===== config.mk =====
export PLATFORM = sky130hd
export DESIGN_NAME = mode_sequencer
export DESIGN_NICKNAME = d
export VERILOG_FILES = /design/src/rtl/mode_seq_pkg.sv /design/src/rtl/rc_lfsr8.sv /design/src/rtl/mode_sequencer.sv
export SDC_FILE = /design/constraint.sdc
export NUM_CORES = 1
export LEC_CHECK = 0
export CORE_MARGIN = 2
export CORE_UTILIZATION = 39
export DETAILED_ROUTE_END_ITERATION = 8
export PLACE_DENSITY = 0.83
export RECOVER_POWER = 50
export SLEW_MARGIN = 10
export SYNTH_ARGS = -nofsm -noshare
export SYNTH_HDL_FRONTEND = slang
export SYNTH_SLANG_ARGS = --single-unit

===== constraint.sdc =====
create_clock -name clk_i -period 2.1 [get_ports clk_i]
set_clock_uncertainty 0.1 [all_clocks]
set_input_delay 0.42 -clock clk_i [delete_from_list [all_inputs] [get_ports clk_i]]
set_output_delay 0.42 -clock clk_i [all_outputs]
set_load 0.005 [all_outputs]

===== src/rtl/mode_seq_pkg.sv =====
// rtl/mode_seq_pkg.sv - shared constants, state codes and round-constant step for mode_sequencer
package mode_seq_pkg;

    localparam int ENC_CYCLES = 5;
    localparam int BEATS      = 4;

    localparam logic [5:0] RC_INIT = 6'h00;

    typedef logic [2:0] state_t;

    localparam state_t ST_IDLE     = 3'd0;
    localparam state_t ST_LOAD_KEY = 3'd1;
    localparam state_t ST_LOAD_TKY = 3'd2;
    localparam state_t ST_LOAD_S   = 3'd3;
    localparam state_t ST_ENC      = 3'd4;
    localparam state_t ST_RESTORE  = 3'd5;
    localparam state_t ST_OUT      = 3'd6;

    // One SKINNY round-constant LFSR step.
    function automatic logic [5:0] rc_step(input logic [5:0] rc);
        return {rc[4:0], rc[5] ^ rc[4] ^ 1'b1};
    endfunction

endpackage


===== src/rtl/rc_lfsr8.sv =====
// rtl/rc_lfsr8.sv - round-constant register with an 8-round combinational unroll
module rc_lfsr8
    import mode_seq_pkg::*;
(
    input  logic       clk_i,
    input  logic       rst_ni,
    input  logic       clr_i,
    input  logic       adv_i,
    input  logic       en_i,
    output logic [5:0] constant_o,
    output logic [5:0] constant2_o,
    output logic [5:0] constant3_o,
    output logic [5:0] constant4_o,
    output logic [5:0] constant5_o,
    output logic [5:0] constant6_o,
    output logic [5:0] constant7_o,
    output logic [5:0] constant8_o
);

    logic [5:0] rc_q, rc_d;
    logic [5:0] chain [0:8];

    always_comb begin
        chain[0] = rc_q;
        for (int i = 1; i <= 8; i++) begin
            chain[i] = rc_step(chain[i-1]);
        end
    end

    always_comb begin
        rc_d = rc_q;
        if (clr_i) begin
            rc_d = RC_INIT;
        end else if (adv_i) begin
            rc_d = chain[8];
        end
    end

    always_ff @(posedge clk_i or negedge rst_ni) begin
        if (!rst_ni) begin
            rc_q <= RC_INIT;
        end else begin
            rc_q <= rc_d;
        end
    end

    // The datapath only consumes constants while encrypting; hold them at zero otherwise.
    assign constant_o  = en_i ? chain[1] : 6'h00;
    assign constant2_o = en_i ? chain[2] : 6'h00;
    assign constant3_o = en_i ? chain[3] : 6'h00;
    assign constant4_o = en_i ? chain[4] : 6'h00;
    assign constant5_o = en_i ? chain[5] : 6'h00;
    assign constant6_o = en_i ? chain[6] : 6'h00;
    assign constant7_o = en_i ? chain[7] : 6'h00;
    assign constant8_o = en_i ? chain[8] : 6'h00;

endmodule


===== src/rtl/mode_sequencer.sv =====
// rtl/mode_sequencer.sv - block-level control sequencer for the unrolled Romulus-N1 datapath
module mode_sequencer
    import mode_seq_pkg::*;
(
    input  logic       clk_i,
    input  logic       rst_ni,
    input  logic       start_i,
    input  logic       load_key_i,
    input  logic       new_msg_i,
    input  logic       dec_i,
    input  logic       ad_blk_i,
    input  logic       sdi_valid_i,
    output logic       sdi_ready_o,
    input  logic       pdi_valid_i,
    output logic       pdi_ready_o,
    output logic       pdo_valid_o,
    input  logic       pdo_ready_i,
    output logic       srst_o,
    output logic       senc_o,
    output logic       sse_o,
    output logic       xrst_o,
    output logic       xenc_o,
    output logic       xse_o,
    output logic       yrst_o,
    output logic       yenc_o,
    output logic       yse_o,
    output logic       zrst_o,
    output logic       zenc_o,
    output logic       zse_o,
    output logic       erst_o,
    output logic       correct_cnt_o,
    output logic       tk1s_o,
    output logic [3:0] decrypt_o,
    output logic [5:0] constant_o,
    output logic [5:0] constant2_o,
    output logic [5:0] constant3_o,
    output logic [5:0] constant4_o,
    output logic [5:0] constant5_o,
    output logic [5:0] constant6_o,
    output logic [5:0] constant7_o,
    output logic [5:0] constant8_o,
    output logic       busy_o,
    output logic       done_o
);

    state_t     state_q, state_d;
    logic [1:0] beat_q, beat_d;
    logic [2:0] cyc_q, cyc_d;
    logic       dec_q, dec_d;
    logic       ad_q, ad_d;
    logic       done_q, done_d;
    logic       alive_q, init_done_q;

    logic init_pulse, start_ok, beat_acc, last_beat, last_cyc;
    logic in_key, in_tky, in_s, in_enc, in_restore, in_out;
    logic rc_clr;

    assign in_key     = (state_q == ST_LOAD_KEY);
    assign in_tky     = (state_q == ST_LOAD_TKY);
    assign in_s       = (state_q == ST_LOAD_S);
    assign in_enc     = (state_q == ST_ENC);
    assign in_restore = (state_q == ST_RESTORE);
    assign in_out     = (state_q == ST_OUT);

    // INIT is the cycle after the first clock edge out of reset; start waits until it has passed.
    assign init_pulse = alive_q & ~init_done_q;
    assign start_ok   = (state_q == ST_IDLE) & start_i & init_done_q;
    assign last_beat  = (beat_q == 2'(BEATS - 1));
    assign last_cyc   = (cyc_q == 3'(ENC_CYCLES - 1));

    always_comb begin
        beat_acc = 1'b0;
        case (state_q)
            ST_LOAD_KEY:          beat_acc = sdi_valid_i;
            ST_LOAD_TKY, ST_LOAD_S: beat_acc = pdi_valid_i;
            ST_OUT:               beat_acc = pdo_ready_i;
            default:              beat_acc = 1'b0;
        endcase
    end

    always_comb begin
        state_d = state_q;
        beat_d  = beat_q;
        cyc_d   = cyc_q;
        dec_d   = dec_q;
        ad_d    = ad_q;
        done_d  = 1'b0;
        rc_clr  = 1'b0;
        if (beat_acc) begin
            beat_d = beat_q + 2'd1;
        end
        case (state_q)
            ST_IDLE: begin
                if (start_ok) begin
                    dec_d   = dec_i;
                    ad_d    = ad_blk_i;
                    state_d = load_key_i ? ST_LOAD_KEY : ST_LOAD_TKY;
                end
            end
            ST_LOAD_KEY: begin
                if (beat_acc && last_beat) state_d = ST_LOAD_TKY;
            end
            ST_LOAD_TKY: begin
                if (beat_acc && last_beat) state_d = ST_LOAD_S;
            end
            ST_LOAD_S: begin
                if (beat_acc && last_beat) state_d = ST_ENC;
            end
            ST_ENC: begin
                cyc_d = last_cyc ? 3'd0 : cyc_q + 3'd1;
                if (last_cyc) state_d = ST_RESTORE;
            end
            ST_RESTORE: begin
                state_d = ST_OUT;
            end
            ST_OUT: begin
                if (beat_acc && last_beat) begin
                    state_d = ST_IDLE;
                    done_d  = 1'b1;
                    rc_clr  = 1'b1;
                end
            end
            default: begin
                state_d = ST_IDLE;
            end
        endcase
    end

    always_ff @(posedge clk_i or negedge rst_ni) begin
        if (!rst_ni) begin
            state_q     <= ST_IDLE;
            beat_q      <= 2'd0;
            cyc_q       <= 3'd0;
            dec_q       <= 1'b0;
            ad_q        <= 1'b0;
            done_q      <= 1'b0;
            alive_q     <= 1'b0;
            init_done_q <= 1'b0;
        end else begin
            state_q     <= state_d;
            beat_q      <= beat_d;
            cyc_q       <= cyc_d;
            dec_q       <= dec_d;
            ad_q        <= ad_d;
            done_q      <= done_d;
            alive_q     <= 1'b1;
            init_done_q <= alive_q;
        end
    end

    rc_lfsr8 u_rc (
        .clk_i       (clk_i),
        .rst_ni      (rst_ni),
        .clr_i       (rc_clr),
        .adv_i       (in_enc),
        .en_i        (in_enc),
        .constant_o  (constant_o),
        .constant2_o (constant2_o),
        .constant3_o (constant3_o),
        .constant4_o (constant4_o),
        .constant5_o (constant5_o),
        .constant6_o (constant6_o),
        .constant7_o (constant7_o),
        .constant8_o (constant8_o)
    );

    // Ready/valid come from state only so no valid-to-ready combinational path exists.
    assign sdi_ready_o = in_key;
    assign pdi_ready_o = in_tky | in_s;
    assign pdo_valid_o = in_out;

    assign sse_o  = (in_s & pdi_valid_i) | (in_out & pdo_ready_i);
    assign xse_o  = (in_key & sdi_valid_i) | in_restore;
    assign yse_o  = (in_tky & pdi_valid_i) | in_restore;
    assign zse_o  = in_restore;

    assign senc_o = in_enc;
    assign xenc_o = in_enc;
    assign yenc_o = in_enc;
    assign zenc_o = in_enc;

    assign erst_o = init_pulse;
    assign srst_o = init_pulse;
    assign xrst_o = init_pulse;
    assign yrst_o = init_pulse;
    assign zrst_o = start_ok & new_msg_i;

    assign correct_cnt_o = in_restore;
    assign tk1s_o        = in_restore & ad_q;
    assign decrypt_o     = (in_s | in_out) ? {4{dec_q}} : 4'h0;

    assign busy_o = (state_q != ST_IDLE);
    assign done_o = done_q;

endmodule

== Word-level counts from Yosys, hierarchy flattened ==
Cells that the tools add are included.
Widths: inputs -> output; s select.

* Logic and storage cells: 86
* Output and inout bits: 72
* Register bits: 19

* Add/sub/neg operators: 2
* Reduce and logical (&&, ||, !) cells: 7
* Bitwise operators: 31
* Equality and inequality tests: 14
* Multiplexer cells: 23

{| class="wikitable"
|+ Operator list
! operator !! count
|-
| $mux 6 || 10
|-
| $mux 3 || 7
|-
| $pmux 3 s7 || 1
|-
| $eq 3x3->1 const B || 4
|-
| $and 1x1->1 || 9
|-
| $not 1->1 || 9
|-
| $ne 2x1->1 const B || 4
|-
| $xor 1x1->1 || 8
|-
| $eq 3x2->1 const B || 2
|-
| $reduce_and 6->1 || 1
|-
| $or 1x1->1 || 5
|-
| $mux 4 || 1
|-
| $ne 2x2->1 const B || 2
|-
| $add 3x1->3 const B || 1
|-
| $eq 3x1->1 const B || 1
|-
| $logic_not 3->1 || 1
|-
| $pmux 1 s3 || 1
|-
| $reduce_bool 3->1 || 1
|-
| $add 2x1->2 const B || 1
|-
| $eq 2x2->1 const B || 1
|-
| $mux 1 || 2
|-
| $mux 2 || 1
|-
| $reduce_and 2->1 || 1
|-
| $reduce_bool 2->1 || 1
|-
| other kinds (2) || 2
|}

== Logic depth before layout (Yosys ltp) ==
* Depth after elaboration: 7
* Gate-level depth with buffers: 6
* Gate-level depth less buffers: 6

== Cells and area by module ==
A second synthesis with hierarchy kept.

* Cells, all modules: 167
* Area, all modules: 1530.2 um^2

{| class="wikitable"
|+ Modules (own cells, without submodules)
! module !! times used !! area each (um^2) !! cells each !! seq. area each (um^2)
|-
| mode_sequencer || 1 || 847.1 || 90 || 325.3
|-
| rc_lfsr8 || 1 || 683.2 || 77 || 150.1
|}

== Worst setup path before layout ==
No wires, ideal clock.

* Path type: register to output
* From: register state_q[1]
* To: output constant4_o[1]
* Data required time: 1.580 ns
* Cell stages (with the launch flop): 6
* Path buffers: 2
* Arrival time: 1.373 ns
* Setup slack: 0.207 ns
* Path through: dfrtp_1 > nor2_4 > nand2_1 > buf_4 > nor2_1 > buf_4

* Cells in the longest elaborated chain, start to end: 2

{| class="wikitable"
|+ RTL lines
! element !! line !! text
|-
| start, declared || mode_sequencer.sv:46 || <nowiki>state_t state_q, state_d;</nowiki>
|-
| start signal, assigned || mode_sequencer.sv:140 || <nowiki>state_q <= state_d;</nowiki>
|-
| $eq 3x3->1 || mode_sequencer.sv:61 || <nowiki>assign in_enc = (state_q == ST_ENC);</nowiki>
|-
| $mux 6 || rc_lfsr8.sv:51 || <nowiki>assign constant4_o = en_i ? chain[4] : 6'h00;</nowiki>
|-
| end, declared || mode_sequencer.sv:37 || <nowiki>output logic [5:0] constant4_o,</nowiki>
|}

No other way between the ends.

== Worst setup path in the final report ==
* From: register state_q[0]
* To: output decrypt_o[1]

* Cells in the longest elaborated chain, start to end: 3
* Elaborated cells on any way between the ends: 4

{| class="wikitable"
|+ RTL lines
! element !! line !! text
|-
| $eq 3x2->1 / $eq 3x3->1 (equally long branches) || mode_sequencer.sv:60, mode_sequencer.sv:63 ||
|-
| $or 1x1->1 (*) || mode_sequencer.sv:190 || <nowiki>assign decrypt_o = (in_s | in_out) ? {4{dec_q}} : 4'h0;</nowiki>
|-
| $mux 4 (*) || mode_sequencer.sv:190 ||
|-
| end, declared || mode_sequencer.sv:33 || <nowiki>output logic [3:0] decrypt_o,</nowiki>
|}

Every way passes the cells marked *; elsewhere a longest branch is shown, timed or not.

==> impl_metrics.toml <==
[global_routing]
grt_pass1_wl_microns = 5950
grt_busiest_layer = "met2"
grtUsageMet2 = 0.333
grt_usage = 0.174
grt_overflow = 0
use_met3 = 0.0204
antenna_found_initial = 0
grt_pass1_vias = 1324
grt_start_max_net_pins = 20
grtUsageMet1 = 0.196

[die]
io_pins = 82
start_util = 0.407
die_w_microns = 65.8
die-area_sq_um = 4330
num_rows = 22
core_sq_um = 3660
die_h_microns = 65.8

[final_layout]
final_nets = 263
syn2layout_area_growth_pct = 64.8
drive_above_1_share = 0.309
fin_cells = 297
diodes = 0

[routing]
ant_nets = 0
via_per_inst = 4.77
drc = 0
dr.pass1.iters = 4
drt-initial-drc-count = 55
wirelength_microns = 3990
routedWlPerCell_microns = 13.4
vias = 1417

[sta]
max_slew.worst_pin.slew_ps = 1080
clock.fmax_ghz = 0.485
fin_setup_tns_ps = 0
whs_ps = 283
period_minus_slack_ps = 2060
slew_viol_final = 0
final_hold_viol_count = 0
rsz0062_at_grt = "yes"
finalCritPeriodShare = 0.983
relSlewSlack = 0.280
finalSetupViolCount = 0

[outcome]
status = "completed"

[cts]
cts_buffer_depth = 2
clkSlewWorstSetupHoldPaths_ps = 80
cts_tree = "built"
numCtsBuffers = 3
cts-root-buf = "clkbuf_8"
cts_max_level = 1
clkLatencyLatePin_ps = 260
cts_sinks = 19

[power_and_ir_drop]
p_leak_nw = 1.43
ir_drop_mv = 0.732
power_density_nw_per_um2 = 1170

[critical_path]
crit_arrival_ps = 1540
startpoint_type = "flip-flop"
worstPathMaxFanout = 4
end_kind = "output pin"
crit_required_ps = 1580
critical_path_class = "flip-flop to output pin"

[yosys]
synth_cells = 169
yosys_warnings = 0
syn-num-nets = 182
syn_avg_cell_area_sq_um = 8.83
synth_seq_cells = 19
yosysUniqueCellTypes = 35
ys_seq_area_frac = 0.319
netlist_area_sq_um = 1490

[placed_design]
buffer_ports.inserted = 81
placed_cells = 269
hpwl_microns = 2610
globalplace.congestion = 0.798

[worst_hold_path]
hp-class = "flip-flop to flip-flop"

[flow_run]
cap_viol_max_count = 0
## power breakdown
group	internal (mW)	switching, mW	leakage (nW)
logic	1.08	0.855	1.17
clock network	0.132	0.126	0.0255
registers	0.516	0.161	0.237
## sequential cells by signal, indices dropped and copies added, names as in the netlist
signal	cells
cyc_q	3
dec_q	1
state_q	3
u_rc.rc_q	6
beat_q	2
alive_q	1
init_done_q	1
done_o	1
ad_q	1
## kinds of logic after synthesis
family          count (synthesis)  synth area share
mux                             4            0.0327
xor+xnor                       10            0.0587
fa+ha+maj                       3            0.0252
compound gates                 27             0.127
other cells                     1           0.00251
simple gates                   50             0.180
buf+inv                        55             0.256
flops                          19             0.319
## final cells by class
cell class                      count  area, sq um
Fill cell                         322         1200
Clock buffer                        3         41.3
Tap cell                           48         60.1
Clock inverter                      1         5.00
Sequential cell                    19          477
Timing Repair Buffer              126         1130
Inverter                            5         18.8
Multi-Input combinational cell     95          724
## routing by layer
layer  up-vias  part of all wire
met5         -                 0
met4         0             0.016
met3         7             0.073
met2        72              0.52
met1       669              0.39
li1        669                 -
## cell usage in the layout (no fill, tap or decap), types with 2 or more instances in the layout
| cell | n |
|---|---|
| nand3_1 | 3 |
| clkdlybuf4s15_1 | 16 |
| o22a_1 | 6 |
| nand2_1 | 6 |
| dlymetal6s2s_1 | 7 |
| a21oi_1 | 8 |
| clkbuf_8 | 3 |
| and3_1 | 4 |
| xor2_1 | 8 |
| clkdlybuf4s50_1 | 11 |
| and2_4 | 2 |
| and2_1 | 7 |
| buf_6 | 8 |
| ha_1 | 3 |
| dlygate4sd3_1 | 3 |
| and3_4 | 4 |
| clkdlybuf4s15_2 | 2 |
| dlygate4sd2_1 | 39 |
| mux2_2 | 3 |
| buf_4 | 35 |
| inv_1 | 5 |
| dfrtp_1 | 18 |
| o21ai_0 | 7 |
| buf_2 | 2 |
| nor2_1 | 8 |
| nor2_4 | 5 |
## synth_stat cells
cell       n  area [sq um]
o211a_1    1          10.0
nand3_1    3          15.0
nand2b_1   1          6.26
mux2_2     3          33.8
mux2_4     1          15.0
a21o_1     1          7.51
ha_1       3          37.5
conb_1     1          3.75
and3_1     8          50.1
and2_4     1          8.76
or2b_1     1          7.51
o21a_1     1          7.51
o21ai_0    7          35.0
a221oi_2   1          15.0
or2_2      1          6.26
nand3b_1   1          7.51
inv_1      5          18.8
nor2b_2    1          8.76
nor3_1     1          5.00
nor2b_1    2          12.5
buf_4     46           345
nand2_1    8          30.0
clkbuf_1   2          7.51
o22a_1     6          52.6
xor2_1     9          78.8
buf_2      2          10.0
and2_1     8          50.1
xnor2_1    1          8.76
nor2_4     1          11.3
a21oi_1    7          35.0
o311a_1    1          10.0
nor2_1    13          48.8
o21bai_1   1          7.51
a21oi_2    1          8.76
dfrtp_1   19           475
## through the flow
step	cell area, sq um	utilization	worst slack (ps)	total power [mW]
2_1_floorplan	1490	-	207	1.63
3_3_place_gp	2160	0.589	-88.3	2.22
4_1_cts	2350	0.643	-151	2.73
5_1_grt	2460	0.671	-34.0	3.08
6_report	2460	0.671	36.1	2.87
3_5_place_dp	2160	0.589	-146	2.27
## final timing paths
path	cells past startpoint	end	slack (ps)	from
worst max register to register	7	beat_q[1]	150	state_q[0]
worst min-delay path	0	init_done_q	280	alive_q
max in group asynchronous	2	state_q[2]	400	rst_ni
worst min register to register	0	init_done_q	280	alive_q
worst max-delay path	5	decrypt_o[1]	40	state_q[0]
min in group asynchronous	2	alive_q	770	rst_ni
## critical path, cell delays in order, from the launching register on
cell	delay [ps]
dfrtp_1	430
buf_6	140
buf_4	140
xor2_1	150
and3_4	210
dlygate4sd2_1	230
## what timing repair did
action / in CTS / in global routing
buffers inserted: 18 / 7
setup endpoints to repair: 65 / 21
gates resized for setup: 95 / 35
endpoints found under the hold margin: 0 / 0
hold buffers: 0 / 0
pin swaps: 8 / 8
Note: power is estimated with default switching activity, not from simulation.
